`src/rtl/apb2axi_axi_responder_if.sv`:
```
// rtl/apb2axi_axi_responder_if.sv - AXI3 AR/R/AW/W/B bundle between bridge master and responder slave
interface apb2axi_axi_responder_if #(
   parameter int ID_W   = 4,
   parameter int ADDR_W = 32
);
   logic [ID_W-1:0]   arid;
   logic [ADDR_W-1:0] araddr;
   logic [3:0]        arlen;
   logic [2:0]        arsize;
   logic [1:0]        arburst;
   logic              arvalid;
   logic              arready;
   logic [ID_W-1:0]   rid;
   logic [63:0]       rdata;
   logic [1:0]        rresp;
   logic              rlast;
   logic              rvalid;
   logic              rready;
   logic [ID_W-1:0]   awid;
   logic [ADDR_W-1:0] awaddr;
   logic [3:0]        awlen;
   logic              awvalid;
   logic              awready;
   logic [ID_W-1:0]   wid;
   logic [63:0]       wdata;
   logic [7:0]        wstrb;
   logic              wlast;
   logic              wvalid;
   logic              wready;
   logic [ID_W-1:0]   bid;
   logic [1:0]        bresp;
   logic              bvalid;
   logic              bready;

   modport master (
      output arid, araddr, arlen, arsize, arburst, arvalid, rready,
      output awid, awaddr, awlen, awvalid, wid, wdata, wstrb, wlast, wvalid, bready,
      input  arready, rid, rdata, rresp, rlast, rvalid, awready, wready, bid, bresp, bvalid
   );
   modport slave (
      input  arid, araddr, arlen, arsize, arburst, arvalid, rready,
      input  awid, awaddr, awlen, awvalid, wid, wdata, wstrb, wlast, wvalid, bready,
      output arready, rid, rdata, rresp, rlast, rvalid, awready, wready, bid, bresp, bvalid
   );
endinterface

```
`src/rtl/apb2axi_axi_responder.sv`:
```
// rtl/apb2axi_axi_responder.sv - AXI3 slave response engine; address-window SLVERR under APB2AXI_RSP_ERR_INJ_EN
module apb2axi_axi_responder #(
   parameter int                ID_W     = 4,
   parameter int                ADDR_W   = 32,
   parameter int                DATA_W   = 64,
   parameter int                AR_DEPTH = 4,
   parameter int                AW_DEPTH = 4,
   parameter int                B_DEPTH  = 4,
   parameter logic [ADDR_W-1:0] ERR_BASE = 32'hF000_0000,
   parameter logic [ADDR_W-1:0] ERR_SIZE = 32'h0000_1000
) (
   input logic                    aclk,
   input logic                    aresetn,
   apb2axi_axi_responder_if.slave axi
);
   localparam int ARW = $clog2(AR_DEPTH);
   localparam int AWW = $clog2(AW_DEPTH);
   localparam int BW  = $clog2(B_DEPTH);
   localparam logic [1:0] OKAY   = 2'b00;
   localparam logic [1:0] SLVERR = 2'b10;
`ifdef APB2AXI_RSP_ERR_INJ_EN
   localparam bit ERR_INJ = 1'b1;
`else
   localparam bit ERR_INJ = 1'b0;
`endif

   typedef enum logic {R_IDLE, R_BURST} r_state_t;

   function automatic logic err_win(input logic [ADDR_W-1:0] a);
      return ERR_INJ && (a >= ERR_BASE) && ((a - ERR_BASE) < ERR_SIZE);
   endfunction

   function automatic logic [DATA_W-1:0] pattern(input logic [ADDR_W-1:0] a);
      return {~a[31:0], a[31:0]};
   endfunction

   // ---------------- AR queue ----------------
   logic [ID_W-1:0]   arq_id    [AR_DEPTH];
   logic [ADDR_W-1:0] arq_addr  [AR_DEPTH];
   logic [3:0]        arq_len   [AR_DEPTH];
   logic [2:0]        arq_size  [AR_DEPTH];
   logic [1:0]        arq_burst [AR_DEPTH];
   logic [ARW-1:0]    ar_wp, ar_rp;
   logic [ARW:0]      ar_cnt, ar_cnt_nxt;
   logic              ar_rdy, ar_push, ar_pop;

   assign ar_push    = axi.arvalid && ar_rdy;
   assign ar_cnt_nxt = ar_cnt + (ARW+1)'(ar_push) - (ARW+1)'(ar_pop);

   always_ff @(posedge aclk) begin
      if (!aresetn) begin
         ar_wp  <= '0;
         ar_rp  <= '0;
         ar_cnt <= '0;
         ar_rdy <= 1'b0;
      end else begin
         if (ar_push) begin
            arq_id[ar_wp]    <= axi.arid;
            arq_addr[ar_wp]  <= axi.araddr;
            arq_len[ar_wp]   <= axi.arlen;
            arq_size[ar_wp]  <= axi.arsize;
            arq_burst[ar_wp] <= axi.arburst;
            ar_wp            <= ar_wp + 1'b1;
         end
         if (ar_pop) ar_rp <= ar_rp + 1'b1;
         ar_cnt <= ar_cnt_nxt;
         ar_rdy <= ar_cnt_nxt != (ARW+1)'(AR_DEPTH);
      end
   end

   // ---------------- Read FSM ----------------
   r_state_t          r_state;
   logic [ADDR_W-1:0] r_start, r_addr, r_addr_nxt;
   logic [3:0]        r_len, r_beat;
   logic [2:0]        r_size;
   logic [1:0]        r_burst;
   logic [ID_W-1:0]   rid_q;
   logic [DATA_W-1:0] rdata_q;
   logic [1:0]        rresp_q;
   logic              rvalid_q, rlast_q;

   // A pop happens either from idle or on the last-beat handshake, so bursts chain without a bubble
   assign ar_pop     = (ar_cnt != '0) && (r_state == R_IDLE || (rvalid_q && axi.rready && rlast_q));
   assign r_addr_nxt = (r_burst == 2'b00) ? r_start : r_addr + (ADDR_W'(1) << r_size);

   always_ff @(posedge aclk) begin
      if (!aresetn) begin
         r_state  <= R_IDLE;
         r_start  <= '0;
         r_addr   <= '0;
         r_len    <= '0;
         r_beat   <= '0;
         r_size   <= '0;
         r_burst  <= '0;
         rid_q    <= '0;
         rdata_q  <= '0;
         rresp_q  <= OKAY;
         rvalid_q <= 1'b0;
         rlast_q  <= 1'b0;
      end else if (ar_pop) begin
         r_state  <= R_BURST;
         r_start  <= arq_addr[ar_rp];
         r_addr   <= arq_addr[ar_rp];
         r_len    <= arq_len[ar_rp];
         r_size   <= arq_size[ar_rp];
         r_burst  <= arq_burst[ar_rp];
         r_beat   <= '0;
         rid_q    <= arq_id[ar_rp];
         rdata_q  <= pattern(arq_addr[ar_rp]);
         rresp_q  <= (arq_burst[ar_rp][1] || err_win(arq_addr[ar_rp])) ? SLVERR : OKAY;
         rvalid_q <= 1'b1;
         rlast_q  <= arq_len[ar_rp] == 4'd0;
      end else if (r_state == R_BURST && rvalid_q && axi.rready) begin
         if (rlast_q) begin
            r_state  <= R_IDLE;
            rvalid_q <= 1'b0;
            rlast_q  <= 1'b0;
         end else begin
            r_beat  <= r_beat + 4'd1;
            r_addr  <= r_addr_nxt;
            rdata_q <= pattern(r_addr_nxt);
            rlast_q <= (r_beat + 4'd1) == r_len;
         end
      end
   end

   assign axi.arready = ar_rdy;
   assign axi.rid     = rid_q;
   assign axi.rdata   = rdata_q;
   assign axi.rresp   = rresp_q;
   assign axi.rlast   = rlast_q;
   assign axi.rvalid  = rvalid_q;

   // ---------------- AW queue and W accounting ----------------
   logic [ID_W-1:0] awq_id  [AW_DEPTH];
   logic [3:0]      awq_len [AW_DEPTH];
   logic            awq_err [AW_DEPTH];
   logic [AWW-1:0]  aw_wp, aw_rp;
   logic [AWW:0]    aw_cnt, aw_cnt_nxt;
   logic            aw_rdy, aw_push, aw_pop, w_rdy, w_hs;
   logic [4:0]      w_cnt, w_beats;
   logic            w_id_bad, w_id_now;
   logic [1:0]      w_resp;

   assign aw_push    = axi.awvalid && aw_rdy;
   assign w_hs       = axi.wvalid && w_rdy;
   assign aw_pop     = w_hs && axi.wlast;
   assign aw_cnt_nxt = aw_cnt + (AWW+1)'(aw_push) - (AWW+1)'(aw_pop);
   // Beat count saturates just past the longest legal burst so overlong bursts still mismatch
   assign w_beats    = (w_cnt == 5'd17) ? 5'd17 : w_cnt + 5'd1;
   assign w_id_now   = w_id_bad || (axi.wid != awq_id[aw_rp]);
   assign w_resp     = (w_id_now || awq_err[aw_rp] || (w_beats != ({1'b0, awq_len[aw_rp]} + 5'd1)))
                       ? SLVERR : OKAY;

   always_ff @(posedge aclk) begin
      if (!aresetn) begin
         aw_wp    <= '0;
         aw_rp    <= '0;
         aw_cnt   <= '0;
         aw_rdy   <= 1'b0;
         w_cnt    <= '0;
         w_id_bad <= 1'b0;
      end else begin
         if (aw_push) begin
            awq_id[aw_wp]  <= axi.awid;
            awq_len[aw_wp] <= axi.awlen;
            awq_err[aw_wp] <= err_win(axi.awaddr);
            aw_wp          <= aw_wp + 1'b1;
         end
         if (aw_pop) aw_rp <= aw_rp + 1'b1;
         if (w_hs) begin
            w_cnt    <= axi.wlast ? 5'd0 : w_beats;
            w_id_bad <= axi.wlast ? 1'b0 : w_id_now;
         end
         aw_cnt <= aw_cnt_nxt;
         aw_rdy <= aw_cnt_nxt != (AWW+1)'(AW_DEPTH);
      end
   end

   // ---------------- B queue ----------------
   logic [ID_W-1:0] bq_id   [B_DEPTH];
   logic [1:0]      bq_resp [B_DEPTH];
   logic [BW-1:0]   b_wp, b_rp;
   logic [BW:0]     b_cnt, b_cnt_nxt;
   logic            b_pop;

   assign b_pop     = (b_cnt != '0) && axi.bready;
   assign b_cnt_nxt = b_cnt + (BW+1)'(aw_pop) - (BW+1)'(b_pop);

   always_ff @(posedge aclk) begin
      if (!aresetn) begin
         b_wp  <= '0;
         b_rp  <= '0;
         b_cnt <= '0;
         w_rdy <= 1'b0;
         for (int i = 0; i < B_DEPTH; i++) begin
            bq_id[i]   <= '0;
            bq_resp[i] <= OKAY;
         end
      end else begin
         if (aw_pop) begin
            bq_id[b_wp]   <= awq_id[aw_rp];
            bq_resp[b_wp] <= w_resp;
            b_wp          <= b_wp + 1'b1;
         end
         if (b_pop) b_rp <= b_rp + 1'b1;
         b_cnt <= b_cnt_nxt;
         w_rdy <= (aw_cnt_nxt != '0) && (b_cnt_nxt != (BW+1)'(B_DEPTH));
      end
   end

   assign axi.awready = aw_rdy;
   assign axi.wready  = w_rdy;
   assign axi.bvalid  = b_cnt != '0;
   assign axi.bid     = bq_id[b_rp];
   assign axi.bresp   = bq_resp[b_rp];
endmodule
```
`src/flat_wrapper.sv`:
```
// flat-port wrapper written by rule: the top's interface ports become plain ports
module apb2axi_axi_responder_flat 
#(
   parameter int                ID_W     = 4,
   parameter int                ADDR_W   = 32,
   parameter int                DATA_W   = 64,
   parameter int                AR_DEPTH = 4,
   parameter int                AW_DEPTH = 4,
   parameter int                B_DEPTH  = 4,
   parameter logic [ADDR_W-1:0] ERR_BASE = 32'hF000_0000,
   parameter logic [ADDR_W-1:0] ERR_SIZE = 32'h0000_1000
)
  (aclk, aresetn, axi_arid, axi_araddr, axi_arlen, axi_arsize, axi_arburst, axi_arvalid, axi_rready, axi_awid, axi_awaddr, axi_awlen, axi_awvalid, axi_wid, axi_wdata, axi_wstrb, axi_wlast, axi_wvalid, axi_bready, axi_arready, axi_rid, axi_rdata, axi_rresp, axi_rlast, axi_rvalid, axi_awready, axi_wready, axi_bid, axi_bresp, axi_bvalid);
  apb2axi_axi_responder_if #(.ID_W(ID_W), .ADDR_W(ADDR_W)) axi_i ();
  input logic aclk;
  input logic aresetn;
  input wire logic [$bits(axi_i.arid)-1:0] axi_arid;
  input wire logic [$bits(axi_i.araddr)-1:0] axi_araddr;
  input wire logic [$bits(axi_i.arlen)-1:0] axi_arlen;
  input wire logic [$bits(axi_i.arsize)-1:0] axi_arsize;
  input wire logic [$bits(axi_i.arburst)-1:0] axi_arburst;
  input wire logic [$bits(axi_i.arvalid)-1:0] axi_arvalid;
  input wire logic [$bits(axi_i.rready)-1:0] axi_rready;
  input wire logic [$bits(axi_i.awid)-1:0] axi_awid;
  input wire logic [$bits(axi_i.awaddr)-1:0] axi_awaddr;
  input wire logic [$bits(axi_i.awlen)-1:0] axi_awlen;
  input wire logic [$bits(axi_i.awvalid)-1:0] axi_awvalid;
  input wire logic [$bits(axi_i.wid)-1:0] axi_wid;
  input wire logic [$bits(axi_i.wdata)-1:0] axi_wdata;
  input wire logic [$bits(axi_i.wstrb)-1:0] axi_wstrb;
  input wire logic [$bits(axi_i.wlast)-1:0] axi_wlast;
  input wire logic [$bits(axi_i.wvalid)-1:0] axi_wvalid;
  input wire logic [$bits(axi_i.bready)-1:0] axi_bready;
  output wire logic [$bits(axi_i.arready)-1:0] axi_arready;
  output wire logic [$bits(axi_i.rid)-1:0] axi_rid;
  output wire logic [$bits(axi_i.rdata)-1:0] axi_rdata;
  output wire logic [$bits(axi_i.rresp)-1:0] axi_rresp;
  output wire logic [$bits(axi_i.rlast)-1:0] axi_rlast;
  output wire logic [$bits(axi_i.rvalid)-1:0] axi_rvalid;
  output wire logic [$bits(axi_i.awready)-1:0] axi_awready;
  output wire logic [$bits(axi_i.wready)-1:0] axi_wready;
  output wire logic [$bits(axi_i.bid)-1:0] axi_bid;
  output wire logic [$bits(axi_i.bresp)-1:0] axi_bresp;
  output wire logic [$bits(axi_i.bvalid)-1:0] axi_bvalid;
  assign axi_i.arid = axi_arid;
  assign axi_i.araddr = axi_araddr;
  assign axi_i.arlen = axi_arlen;
  assign axi_i.arsize = axi_arsize;
  assign axi_i.arburst = axi_arburst;
  assign axi_i.arvalid = axi_arvalid;
  assign axi_i.rready = axi_rready;
  assign axi_i.awid = axi_awid;
  assign axi_i.awaddr = axi_awaddr;
  assign axi_i.awlen = axi_awlen;
  assign axi_i.awvalid = axi_awvalid;
  assign axi_i.wid = axi_wid;
  assign axi_i.wdata = axi_wdata;
  assign axi_i.wstrb = axi_wstrb;
  assign axi_i.wlast = axi_wlast;
  assign axi_i.wvalid = axi_wvalid;
  assign axi_i.bready = axi_bready;
  assign axi_arready = axi_i.arready;
  assign axi_rid = axi_i.rid;
  assign axi_rdata = axi_i.rdata;
  assign axi_rresp = axi_i.rresp;
  assign axi_rlast = axi_i.rlast;
  assign axi_rvalid = axi_i.rvalid;
  assign axi_awready = axi_i.awready;
  assign axi_wready = axi_i.wready;
  assign axi_bid = axi_i.bid;
  assign axi_bresp = axi_i.bresp;
  assign axi_bvalid = axi_i.bvalid;
  apb2axi_axi_responder #(.ID_W(ID_W), .ADDR_W(ADDR_W), .DATA_W(DATA_W), .AR_DEPTH(AR_DEPTH), .AW_DEPTH(AW_DEPTH), .B_DEPTH(B_DEPTH), .ERR_BASE(ERR_BASE), .ERR_SIZE(ERR_SIZE)) u_core (.aclk(aclk), .aresetn(aresetn), .axi(axi_i));
endmodule
```
`config.mk`:
```
export PLATFORM = sky130hd
export DESIGN_NAME = apb2axi_axi_responder_flat
export DESIGN_NICKNAME = d
export VERILOG_FILES = /design/src/rtl/apb2axi_axi_responder_if.sv /design/src/rtl/apb2axi_axi_responder.sv /design/src/flat_wrapper.sv
export SDC_FILE = /design/constraint.sdc
export NUM_CORES = 1
export LEC_CHECK = 0
export CELL_PAD_IN_SITES_DETAIL_PLACEMENT = 0
export CELL_PAD_IN_SITES_GLOBAL_PLACEMENT = 1
export CORE_MARGIN = 2
export CORE_UTILIZATION = 45
export DETAILED_ROUTE_END_ITERATION = 7
export HOLD_SLACK_MARGIN = 0.12
export PLACE_DENSITY_LB_ADDON = 0.1
export REMOVE_ABC_BUFFERS = 1
export SLEW_MARGIN = 20
export SYNTH_ARGS = -nofsm -noshare
export SYNTH_HDL_FRONTEND = slang
export SYNTH_SLANG_ARGS = --single-unit
```
`constraint.sdc`:
```
create_clock -name aclk -period 6.9 [get_ports aclk]
set_input_delay 1.38 -clock aclk [delete_from_list [all_inputs] [get_ports aclk]]
set_output_delay 1.38 -clock aclk [all_outputs]
set_load 0.1 [all_outputs]
```
==> impl_metrics.toml <==
[setup_path]
cp_data_arrival_time_ns = 2.60
rr_worst_depth = 10
worstPathCellList = "mux4_2 > clkdlybuf4s50_1"
worst_r2r_endpoint = "u_core.r_addr[16]"
timing.critical_path.buf_inv = 1
worst_setup_path_end_kind = "output pin"
highest_fanout_seen_on_the_critical_path = 5
timing.critical_path.slowest_cell_delay_ns = 0.98
startpoint_type = "register"
worst_r2r_start = "u_core.r_size[0]"
setup.worst_path.class = "reg -> out"
cp_data_required_time_ns = 5.52
reg2reg_setup_slack_ns = 3.76
worst_path_dominant_cell_family = "buffers and inverters"
timing.critical_path.slowest_stage_cell = "sky130_fd_sc_hd__clkdlybuf4s50_1"

[clock_tree]
path_clk_slew_ns = 0.06
tritoncts_num_sinks = 383
cts.htree.levels = 2
post_cts_setup_buffer_count = 0
cts_tree = "yes"
clk_path_buf_depth = 3
clock_insertion_delay_worst_skew_ns = 0.53
clock_tree.root_cell = "sky130_fd_sc_hd__clkbuf_16"
post_cts_hold_buffer_count = 0
numCtsBuffers = 41
postCtsResizedCells = 0

[route]
detail_route.wirelength_mm = 37.8
routedWlPerCell_um = 20.2
number_of_design_rule_violations_left_after_detail_routing = 0
dr_total_vias = 10100
dr.first_iter.drc_count = 644
dr.pass1.iters = 7
ant_nets = 0
viasPerCell = 5.38

[sta]
max-slew-margin-rel = 0.262
finalClockSkew_ns = 0.0109
setup_tns_ns = 0
layout_min_cycle_time_ns = 3.98
max_freq_mhz = 251
rsz_0062_raised_after_global_routing = "no"
final_max_tran_viols = 0
finalSetupViolations = 0
worst_tran_pin_value_ns = 1.10
hold-worst-slack_ns = 0.455
final.period_utilization = 0.577
final_hold_viol_count = 0

[grt]
gr-total-overflow = 0
largest_net_degree_at_the_start_of_global_routing = 68
antenna_found_initial = 2
grt_use_total = 0.208
wire_length_of_the_first_global_routing_pass_mm = 58.0
number_of_global_route_vias_before_repair = 10000

[hold_path]
hold_path_end = "u_core.r_start[22]"
hold_path_class = "reg -> reg"
whs_path_depth = 2
worstHoldStart = "u_core.r_start[22]"

[synth]
synth_edf_count = 232
ys_warn_count = 0
yosys_register_bits = 383
synth-main-ff-cell = "sky130_fd_sc_hd__edfxtp_1"
yosys.cell_types.count = 63
synth.yosys.seq_area_share = 0.629
synth_cells = 1244
syn_area_per_cell_sq_um = 12.8
yosys-top-cells-area = "sky130_fd_sc_hd__edfxtp_1 (44%), sky130_fd_sc_hd__dfxtp_1 (19%), sky130_fd_sc_hd__mux4_2 (8.1%)"
synth_top_area_share = 0.439
synth-async-reset-ratio = 0
synthDominantAreaCellType = "sky130_fd_sc_hd__edfxtp_1"
synthesis.area_sq_um = 15900

[final_layout]
area.sequential_sq_um = 9990
layout-drive-gt1-share = 0.115
area_growth_pct = 20.5
area_used_by_multi_input_combinational_logic_sq_um = 5520
num-fill-cells = 2905
stdcell_area_sq_um = 19100
top_library_cells_by_usage_in_the_layout_fill_and_taps_aside = "sky130_fd_sc_hd__edfxtp_1 (232), sky130_fd_sc_hd__nand2_1 (160), sky130_fd_sc_hd__dfxtp_1 (149)"
layout_commonest_cell = "sky130_fd_sc_hd__edfxtp_1"
final_nets = 1579

[placed_design]
dp_hpwl_mm = 24.4
buffer_ports.inserted = 144
postPlaceCellArea_sq_um = 17700
finalWeightedCongestion = 0.786

[pwr]
net-switching-power_w = 0.00379
combPwrFrac = 0.408
vdd.ir_drop.worst_v = 0.000308
power_switching_share = 0.421
pwr_density_cell_nw_per_um2 = 471
p_clk_frac = 0.244
share_of_total_power_in_sequential_cells = 0.348
int_power_w = 0.00521
power_leakage_nw = 6.78

[status]
status = "finished, final reports clean"

[die]
vert_die_dim_um = 192
ios = 251
die-area_sq_um = 36800
die_w_um = 192
fp.coreArea_sq_um = 34600
initial_utilization = 0.458
fp-row-count = 68

[run]
cap_violations = 0
==> tightest hold or removal path, cell delays in order (launching register included) <==
cell	delay [ns]
sky130_fd_sc_hd__dfxtp_1	0.31
sky130_fd_sc_hd__nand2_1	0.05
sky130_fd_sc_hd__a21oi_1	0.05
==> registers in the layout, summed over array words and instances, names as in the netlist, 5 cells and up, named ones only <==
register,count
u_core.arq_size,12
u_core.axi.rdata,33
u_core.arq_addr,128
u_core.awq_id,16
u_core.arq_len,16
u_core.w_cnt,5
u_core.r_addr,31
u_core.r_start,32
u_core.arq_id,16
u_core.awq_len,16
u_core.arq_burst,8
u_core.bq_id,16
==> power groups by stage <==
| stage | Sequential, W | Combinational [W] | Clock [W] |
|---|---|---|---|
| 4_1_cts | 0.00315 | 0.00370 | 0.00225 |
| 6_report | 0.00314 | 0.00367 | 0.00220 |
| 5_1_grt | 0.00319 | 0.00393 | 0.00233 |
| 3_5_place_dp | 0.00319 | 0.00369 | 0 |
| 3_3_place_gp | 0.00318 | 0.00366 | 0 |
| 2_1_floorplan | 0.00430 | 0.00149 | 0 |
==> metal layers <==
layer,up-vias,part of all wire,track usage
met5,-,0,0
met4,0,0.017,0.0462
met3,43,0.045,0.0342
met2,207,0.47,0.339
met1,4970,0.47,0.295
li1,4838,-,-
==> cell usage after synthesis (11+ instances only) <==
cell type,n
sky130_fd_sc_hd__xnor2_1,34
sky130_fd_sc_hd__inv_1,28
sky130_fd_sc_hd__ha_1,26
sky130_fd_sc_hd__nor2_1,79
sky130_fd_sc_hd__clkbuf_1,46
sky130_fd_sc_hd__nor3_1,21
sky130_fd_sc_hd__and2_1,30
sky130_fd_sc_hd__nand3_1,15
sky130_fd_sc_hd__dfxtp_1,151
sky130_fd_sc_hd__or3_1,11
sky130_fd_sc_hd__a21o_1,15
sky130_fd_sc_hd__a21oi_1,106
sky130_fd_sc_hd__buf_2,12
sky130_fd_sc_hd__xor2_1,25
sky130_fd_sc_hd__o21ai_0,42
sky130_fd_sc_hd__edfxtp_1,232
sky130_fd_sc_hd__and3_1,17
sky130_fd_sc_hd__mux4_2,57
sky130_fd_sc_hd__nand2_1,160
==> cell families after synthesis <==
family / count (synthesis) / share of synthesized area
DFF: 383 / 0.629
and+or+nand+nor: 367 / 0.107
AOI/OAI and AO/OA: 243 / 0.0949
buffers and inverters: 98 / 0.0255
muxes: 63 / 0.0848
xor gates and xnor gates: 59 / 0.0326
adders and majority gates: 30 / 0.0255
other: 1 / 0.000236
==> how the worst max path moves through the flow <==
stage	from	to	slack, ns	depth (start not counted)
floorplan	axi_rready	u_core.axi.arready	1.17	9
global placement	axi_wlast	u_core.axi.wready	2.57	11
detailed placement	axi_wlast	u_core.axi.wready	2.60	11
CTS	register	axi_bresp[1]	2.85	2
global route	register	axi_bresp[1]	2.80	2
finish	register	axi_bresp[1]	2.92	2
==> layout make-up <==
type                    count  share of cell area
multi-input cells         764               0.288
inverters                  29             0.00576
diodes                      3            0.000392
well taps                 455              0.0298
repair buffers            161              0.0818
clock buffers              61              0.0635
clock inverters            15             0.00804
flip-flops and latches    383               0.522
==> through the flow <==
| stage | std cells | utilization | setup slack (ns) | total power (W) |
|---|---|---|---|---|
| floorplan | 1176 | - | 1.17 | 0.00579 |
| CTS | 1868 | 0.552 | 2.85 | 0.00909 |
| detailed placement | 1792 | 0.512 | 2.60 | 0.00688 |
| finish | 1871 | 0.552 | 2.92 | 0.00900 |
| global placement | 1792 | 0.512 | 2.57 | 0.00685 |
| global route | 1868 | 0.552 | 2.80 | 0.00946 |
Power figures use the tool's default switching activity.
